### src/rtl/amc13_event_packer.sv
// amc13_event_packer: frames one trigger descriptor plus its payload into AMC13 DAQ words
// (HDR1, HDR2, payload or pad words, TRAILER) for amc13_link_tx.
// Latency: a word issued in cycle N, when daq_ready=1, appears registered on ev_data* in N+1.
// Backpressure: daq_ready=0 holds the state and drops pl_ready, except in DRAIN, which always
// consumes payload.
// Ports: usr_clk/reset (sync, active-high); trg_* descriptor handshake; pl_* payload stream;
//        daq_ready link backpressure; ev_data* registered output word; evt_cnt/len_err_cnt counters.
module amc13_event_packer #(
  parameter logic [3:0]  AMC_NO   = 4'h1,
  parameter logic [15:0] BOARD_ID = 16'h0000,
  parameter logic [63:0] PAD_WORD = 64'hDEADBEEF_DEADBEEF
) (
  input  logic        usr_clk,
  input  logic        reset,
  input  logic        trg_valid,
  output logic        trg_ready,
  input  logic [23:0] trg_evn,
  input  logic [11:0] trg_bxn,
  input  logic [15:0] trg_orn,
  input  logic [11:0] trg_len,
  input  logic        pl_valid,
  output logic        pl_ready,
  input  logic [63:0] pl_data,
  input  logic        pl_last,
  input  logic        daq_ready,
  output logic        ev_data_valid,
  output logic        ev_data_header,
  output logic        ev_data_trailer,
  output logic [63:0] ev_data,
  output logic [31:0] evt_cnt,
  output logic [15:0] len_err_cnt
);

  typedef enum logic [2:0] {
    S_IDLE, S_HDR1, S_HDR2, S_PAYLOAD, S_PAD, S_DRAIN, S_TRAILER
  } state_t;

  state_t      state_q;
  logic [23:0] evn_q;
  logic [11:0] bxn_q;
  logic [15:0] orn_q;
  logic [11:0] len_q;
  logic [19:0] wc_q;
  logic [31:0] xsum_q;
  logic [11:0] pcnt_q;
  logic        err_q;
  logic [31:0] evt_cnt_q;
  logic [15:0] len_err_cnt_q;
  logic        vld_q, hdr_q, trl_q;
  logic [63:0] data_q;

  // Word selected for this cycle; issue_d says whether it actually goes out.
  logic        issue_d;
  logic        hdr_d, trl_d;
  logic [63:0] word_d;

  always_comb begin
    issue_d = 1'b0;
    hdr_d   = 1'b0;
    trl_d   = 1'b0;
    word_d  = 64'h0;
    unique case (state_q)
      S_HDR1: begin
        issue_d = daq_ready;
        hdr_d   = 1'b1;
        word_d  = {4'h0, AMC_NO, evn_q, bxn_q, wc_q};
      end
      S_HDR2: begin
        issue_d = daq_ready;
        word_d  = {orn_q, 32'h0, BOARD_ID};
      end
      S_PAYLOAD: begin
        issue_d = daq_ready & pl_valid;
        word_d  = pl_data;
      end
      S_PAD: begin
        issue_d = daq_ready;
        word_d  = PAD_WORD;
      end
      S_TRAILER: begin
        issue_d = daq_ready;
        trl_d   = 1'b1;
        word_d  = {xsum_q, evn_q[7:0], 4'h0, wc_q};
      end
      default: ;
    endcase
  end

  assign trg_ready       = (state_q == S_IDLE);
  // DRAIN discards words, so it never needs the link to be ready.
  assign pl_ready        = (state_q == S_DRAIN) || ((state_q == S_PAYLOAD) && daq_ready);
  assign ev_data_valid   = vld_q;
  assign ev_data_header  = hdr_q;
  assign ev_data_trailer = trl_q;
  assign ev_data         = data_q;
  assign evt_cnt         = evt_cnt_q;
  assign len_err_cnt     = len_err_cnt_q;

  always_ff @(posedge usr_clk) begin
    if (reset) begin
      state_q       <= S_IDLE;
      evn_q         <= '0;
      bxn_q         <= '0;
      orn_q         <= '0;
      len_q         <= '0;
      wc_q          <= '0;
      xsum_q        <= '0;
      pcnt_q        <= '0;
      err_q         <= 1'b0;
      evt_cnt_q     <= '0;
      len_err_cnt_q <= '0;
      vld_q         <= 1'b0;
      hdr_q         <= 1'b0;
      trl_q         <= 1'b0;
      data_q        <= '0;
    end else begin
      vld_q  <= issue_d;
      hdr_q  <= issue_d & hdr_d;
      trl_q  <= issue_d & trl_d;
      data_q <= issue_d ? word_d : 64'h0;
      // Every issued word except the trailer folds into the checksum.
      if (issue_d && !trl_d)
        xsum_q <= xsum_q ^ word_d[63:32] ^ word_d[31:0];

      unique case (state_q)
        S_IDLE: if (trg_valid) begin
          evn_q   <= trg_evn;
          bxn_q   <= trg_bxn;
          orn_q   <= trg_orn;
          len_q   <= trg_len;
          wc_q    <= {8'h00, trg_len} + 20'd3;
          xsum_q  <= '0;
          pcnt_q  <= '0;
          err_q   <= 1'b0;
          state_q <= S_HDR1;
        end
        S_HDR1: if (daq_ready) state_q <= S_HDR2;
        S_HDR2: if (daq_ready) begin
          if (len_q != 12'd0) begin
            state_q <= S_PAYLOAD;
          end else if (pl_valid) begin
            // Payload offered for an empty event: swallow it as an error.
            err_q   <= 1'b1;
            state_q <= S_DRAIN;
          end else begin
            state_q <= S_TRAILER;
          end
        end
        S_PAYLOAD: if (daq_ready && pl_valid) begin
          pcnt_q <= pcnt_q + 12'd1;
          if (pcnt_q + 12'd1 == len_q) begin
            if (!pl_last) err_q <= 1'b1;
            state_q <= pl_last ? S_TRAILER : S_DRAIN;
          end else if (pl_last) begin
            err_q   <= 1'b1;
            state_q <= S_PAD;
          end
        end
        S_PAD: if (daq_ready) begin
          pcnt_q <= pcnt_q + 12'd1;
          if (pcnt_q + 12'd1 == len_q) state_q <= S_TRAILER;
        end
        S_DRAIN: if (pl_valid && pl_last) state_q <= S_TRAILER;
        S_TRAILER: if (daq_ready) begin
          evt_cnt_q <= evt_cnt_q + 32'd1;
          if (err_q && (len_err_cnt_q != 16'hFFFF))
            len_err_cnt_q <= len_err_cnt_q + 16'd1;
          state_q <= S_IDLE;
        end
        default: state_q <= S_IDLE;
      endcase
    end
  end

endmodule

### config.mk
export PLATFORM = sky130hd
export DESIGN_NAME = amc13_event_packer
export DESIGN_NICKNAME = d
export VERILOG_FILES = /design/src/rtl/amc13_event_packer.sv
export SDC_FILE = /design/constraint.sdc
export NUM_CORES = 1
export LEC_CHECK = 0
export ABC_AREA = 1
export CAP_MARGIN = 20
export CORE_ASPECT_RATIO = 1.1
export CORE_MARGIN = 1
export CORE_UTILIZATION = 23
export DETAILED_ROUTE_END_ITERATION = 16
export DONT_BUFFER_PORTS = 1
export SLEW_MARGIN = 20
export SYNTH_ARGS = -nofsm -noshare
export SYNTH_HDL_FRONTEND = slang
export SYNTH_SLANG_ARGS = --single-unit
### constraint.sdc
create_clock -name usr_clk -period 3.92 [get_ports usr_clk]
set_input_delay 0.784 -clock usr_clk [delete_from_list [all_inputs] [get_ports usr_clk]]
set_output_delay 0.784 -clock usr_clk [all_outputs]
set_load 0.02 [all_outputs]
* Word level (Yosys, flattened, before mapping)
Index checks and enable logic that the tools add are counted.
** Storage, ports and cells
- Input port bits :: 134
- Output and inout bits :: 117
- Word-level logic and storage cells :: 98
- Register bits :: 247
** Operators by class
- Reductions and logical operators :: 19
- Bitwise operators :: 6
- Eq/ne operators :: 20
- Add/subtract/negate cells :: 4
- Multiplexer cells :: 34
** Operator list (number)
- 64-bit case mux with 5 select lines :: 1
- 32-bit two-way mux :: 3
- 32-bit XOR :: 2
- 12-bit two-way mux :: 3
- 12-bit case mux with 3 select lines :: 1
- 3-bit two-way mux :: 11
- 32-bit by 1-bit adder with 32-bit output, second input constant :: 1
- 3-bit case mux with 7 select lines :: 1
- 16-bit by 1-bit adder with 16-bit output, second input constant :: 1
- 16-bit inequality test, second input constant :: 1
- 2-bit inequality test, second input constant :: 8
- 12-bit by 2-bit adder with 13-bit output, second input constant :: 1
- 12-bit by 1-bit adder with 12-bit output, second input constant :: 1
- 12-bit == test :: 1
- 12-bit nonzero test :: 1
- 1-bit two-way mux :: 10
- 3-bit == test, second input constant :: 3
- 9-bit AND reduction :: 1
- 8-bit AND reduction :: 1
- 3-bit by 2-bit == test with 1-bit output, second input constant :: 2
- 3-bit nonzero test :: 2
- 1-bit logical AND :: 5
- 2-bit two-way mux :: 2
- 2-bit by 1-bit inequality test with 1-bit output, second input constant :: 2
- other kinds (15) :: 18

* Longest topological paths before layout
- Depth after elaboration :: 7
- Depth in mapped cells :: 17
- Mapped depth without buffers :: 17

* Worst setup path after synthesis
No wires, ideal clock.
- Kind :: input to output
- Start :: in daq_ready
- End :: out pl_ready
- Data arrival time :: 1.327 ns
- Slack :: 1.809 ns
- Stages :: 2
- Buffers on the path :: 0
- Cell sequence :: inv_1 -> o21ai_0
** Between the ends
- Word-level cells in the longest chain between the ends :: 2
** RTL lines
- start: declaration :: line 25 : input logic daq_ready,
- 1-bit logical AND :: line 91 : assign pl_ready = (state_q == S_DRAIN) || ((state_q == S_PAYLOAD) && daq_ready);
- 1-bit logical OR :: line 91
- end: declaration :: line 22 : output logic pl_ready,
Every way passes these cells.

* Final worst setup path
- Start :: reg state_q[1]
- End :: reg xsum_q[0]
** Between the ends
- Word-level cells in the longest chain between the ends :: 7
** RTL lines
- start: declaration :: line 38 : state_t state_q;
- start signal: assignment :: line 153 : state_q <= pl_last ? S_TRAILER : S_DRAIN;
- 3-bit == test, or another cell as far along :: line 62 : unique case (state_q)
- 64-bit case mux with 5 select lines, or another cell as far along :: line 62
- 32-bit XOR, or another cell as far along :: line 123 : xsum_q <= xsum_q ^ word_d[63:32] ^ word_d[31:0];
- 32-bit XOR / 1-bit logical AND (equally long branches) :: line 123, 122
- 32-bit two-way mux :: line 122 : if (issue_d && !trl_d)
- 32-bit two-way mux :: line 126 : S_IDLE: if (trg_valid) begin
- 32-bit two-way mux * :: line 125 : unique case (state_q)
- end signal: assignment :: line 123
- end: declaration :: line 44 : logic [31:0] xsum_q;
Every way passes the cells marked *; elsewhere a longest branch is shown, timed or not.
A chain may end at the register's enable or synchronous reset.

==> reports/qor.txt <==
Area of the multi-input gates: 5029 um2
Pint: 5.296 mW
Mean Syn Cell Area: 7.432 um2
Fin nets: 1,589
Critical path capture point type: register
Worst-path fanout max: 25
Slew @ Worst Pin: 1.054 ns
Core ar.: 46,630 um2
Mapped Cells: 1,462
First-pass GRT wire length: 57.00 mm
Syn-to-layout area delta: 15.63%
Synth unique cells: 47
Fill count: 5,022
Worst slew margin: 29.62%
CTS H-tree depth: 1
Status: finished, final reports clean
I/O pin total: 251
Register bit total from synthesis: 240
Fin. Hold Viols: 0
Clock Power Share: 35.5%
Hold crit path type: in -> reg
Max IR drop VDD: 0.0002968 V
Min Tclk post-route: 2.754 ns
Total grt overflow: 0
Critical R2R Launch: state_q[1]
Async SR Flop Fraction: 0%
# hold bufs at CTS: 0
CP startpoint: state_q[1]
CTS tree: done
Sw Ratio: 36.17%
Standard-cell row count: 83
Endpoints failing setup: 0
Routed Wire Length: 38.32 mm
Hold EP: len_err_cnt[15]
PD cells: 660.4 nW/um2
Non-Filler Instances: 2,070
Worst reg-to-reg setup slack: 1.17 ns
Initial antenna violation count: 8
Slew Limit Fails: 0
MaxCap Viol Count: 0
Hold path start: reset
Layout cell share with drive strength beyond 1: 7.609%
Die height: 230.0 um
Clk slew on worst S/H paths: 0.06 ns
DIE AREA: 48,110 um2
Setup tns final: 0 ns
Crit share post-route: 70.25%
Hold Path Depth: 1
Worst Setup Path Type: reg -> reg
ANT nets after route: 0
Dpl cells: 2,014
Gr usage total: 15.42%
Hpwl dp: 27.81 mm
Clk buf depth: 3
Largest net degree at the start of global routing: 71
TritonRoute pass-1 iters: 5
DR WL/cell: 18.51 um
FF+latch area: 4805 um2
Max Clock Skew: 0.02860 ns
Fmax: 0.3631 GHz
Initial core utilization: 23.30%
Sw Pwr: 3.001 mW
Net Count, Synth: 1,600
Worst Path Required: 4.37 ns
Post-synth EDFFs: 0
Cell Area, Synth: 10,870 um2
Vias in the first global route: 9,447
Die width: 209.2 um
Placer congestion estimate: 0.8946
Crit path DAT: 3.21 ns
Sequential share of power: 36.3%
Initial DRC count: 751
Yosys warns: 0
Reg2Reg Depth: 10
Num CTS Buffers: 30
Total power: 8.296 mW
Seq/Total Area, Yosys: 44.22%
Root buffer cell: clkbuf_16
RR Endpoint: xsum_q[0]
Routed vias: 9,783
Gate power share: 28.2%
Drt drc: 0
CTS sink count: 240
Clock latency on the worst-skew pair: 0.59 ns
Synth Flop Type: dfxtp_1
Post_cts resized: 0
RSZ-0062 raised after global routing: no
PortBufs: 0
CP startpoint kind: register
Vias per std cell: 4.726
Postcts setup bufs: 0
LEAKAGE: 4.867 nW
## kinds of logic after synthesis
family          count (synthesis)  share of synthesized area, %
fa+ha+maj                       4                        0.4606
xor+xnor                       73                         5.884
flops                         240                         44.22
buf+inv                       270                         9.661
compound gates                329                         17.92
simple gates                  546                         21.86
## area by class of cell
class	count	area share (%)
tap	595	5.926
sequential	240	38.24
timing repair buffer	19	1.235
clock inverter	15	1.763
inverter	208	6.215
clock buffer	38	6.533
antenna	3	0.05976
multi-input combinational	952	40.03
## per-stage QoR
step | worst slack [ns] | hold WS [ns] | cell area (um2) | utilization, %
after floorplan | 1.809 | 0.4188 | 10870 | -
after global placement | 1.117 | 0.4317 | 11510 | 24.69
after detailed placement | 1.099 | 0.4362 | 11510 | 24.69
after CTS | 1.165 | 0.2434 | 12560 | 26.93
after global routing | 0.9717 | 0.2461 | 12560 | 26.94
final | 1.166 | 0.2721 | 12560 | 26.94
## worst max path at each step
stage | end | slack (ns) | cells after the start
floorplan | pl_ready | 1.81 | 2
global placement | wc_q[5] | 1.12 | 6
detailed placement | wc_q[5] | 1.10 | 6
CTS | xsum_q[24] | 1.17 | 9
global route | xsum_q[17] | 0.97 | 10
finish | xsum_q[0] | 1.17 | 10
## sequential cells by signal, indices dropped and copies added (netlist names)
register / flops
len_q: 12
evt_cnt: 32
err_q: 1
state_q: 3
evn_q: 24
ev_data: 64
ev_data_header: 1
bxn_q: 12
ev_data_trailer: 1
wc_q: 13
orn_q: 16
pcnt_q: 12
len_err_cnt: 16
xsum_q: 32
ev_data_valid: 1
## critical path, stage by stage (launching register included)
cell	delay [ns]
dfxtp_1	0.30
buf_4	0.16
inv_2	0.19
nand3_2	0.47
inv_2	0.70
a21oi_1	0.17
nand2_1	0.12
xor2_1	0.19
xor2_1	0.08
o21ai_0	0.17
inv_1	0.06
## cell usage after synthesis (17+ instances only)
master	count	area, um2
nor3_1	27	135.1
nand3_1	51	255.2
nand2_1	272	1021
inv_1	199	747.0
clkbuf_1	34	127.6
nor2_1	141	529.3
a221oi_1	26	227.7
o21ai_0	107	535.5
a21oi_1	123	615.6
o22ai_1	17	106.4
xor2_1	66	578.1
dfxtp_1	240	4805
## routing by layer
layer | global-route usage (%) | vias to the layer above | wire [um]
met5 | 0 | - | 60
met4 | 5.951 | 10 | 1402
met3 | 6.241 | 83 | 4219
met2 | 26.60 | 392 | 18250
met1 | 16.78 | 4545 | 14390
li1 | - | 4753 | -
## cells in the final DEF (no fill, tap or decap), types with 3 or more instances in the layout
cell type / instances
a211oi_1: 12
a21oi_1: 123
a221oi_1: 26
a221oi_2: 3
a22o_1: 14
a22oi_1: 4
a31oi_1: 5
buf_4: 18
bufinv_16: 5
clkbuf_1: 4
clkbuf_16: 30
clkbuf_8: 4
clkinv_2: 6
dfxtp_1: 240
diode_2: 3
ha_1: 4
inv_1: 197
inv_2: 10
nand2_1: 271
nand2_2: 6
nand3_1: 51
nand3_2: 5
nand4_1: 13
nor2_1: 139
nor2_2: 3
nor2_4: 8
nor3_1: 27
nor3b_1: 3
nor4_1: 8
o211ai_1: 3
o21a_1: 4
o21ai_0: 107
o21bai_1: 5
o22ai_1: 17
or2_2: 4
xnor2_1: 7
xor2_1: 66
## power by group through the flow
stage | clock network, mW | registers, mW | logic [mW]
floorplan | 0 | 2.99 | 1.68
global route | 3.12 | 3.04 | 2.60
CTS | 3.02 | 3.01 | 2.36
finish | 2.94 | 3.01 | 2.34
detailed placement | 0 | 3.06 | 2.34
global placement | 0 | 3.05 | 2.30
(Power assumes the default switching activity.)
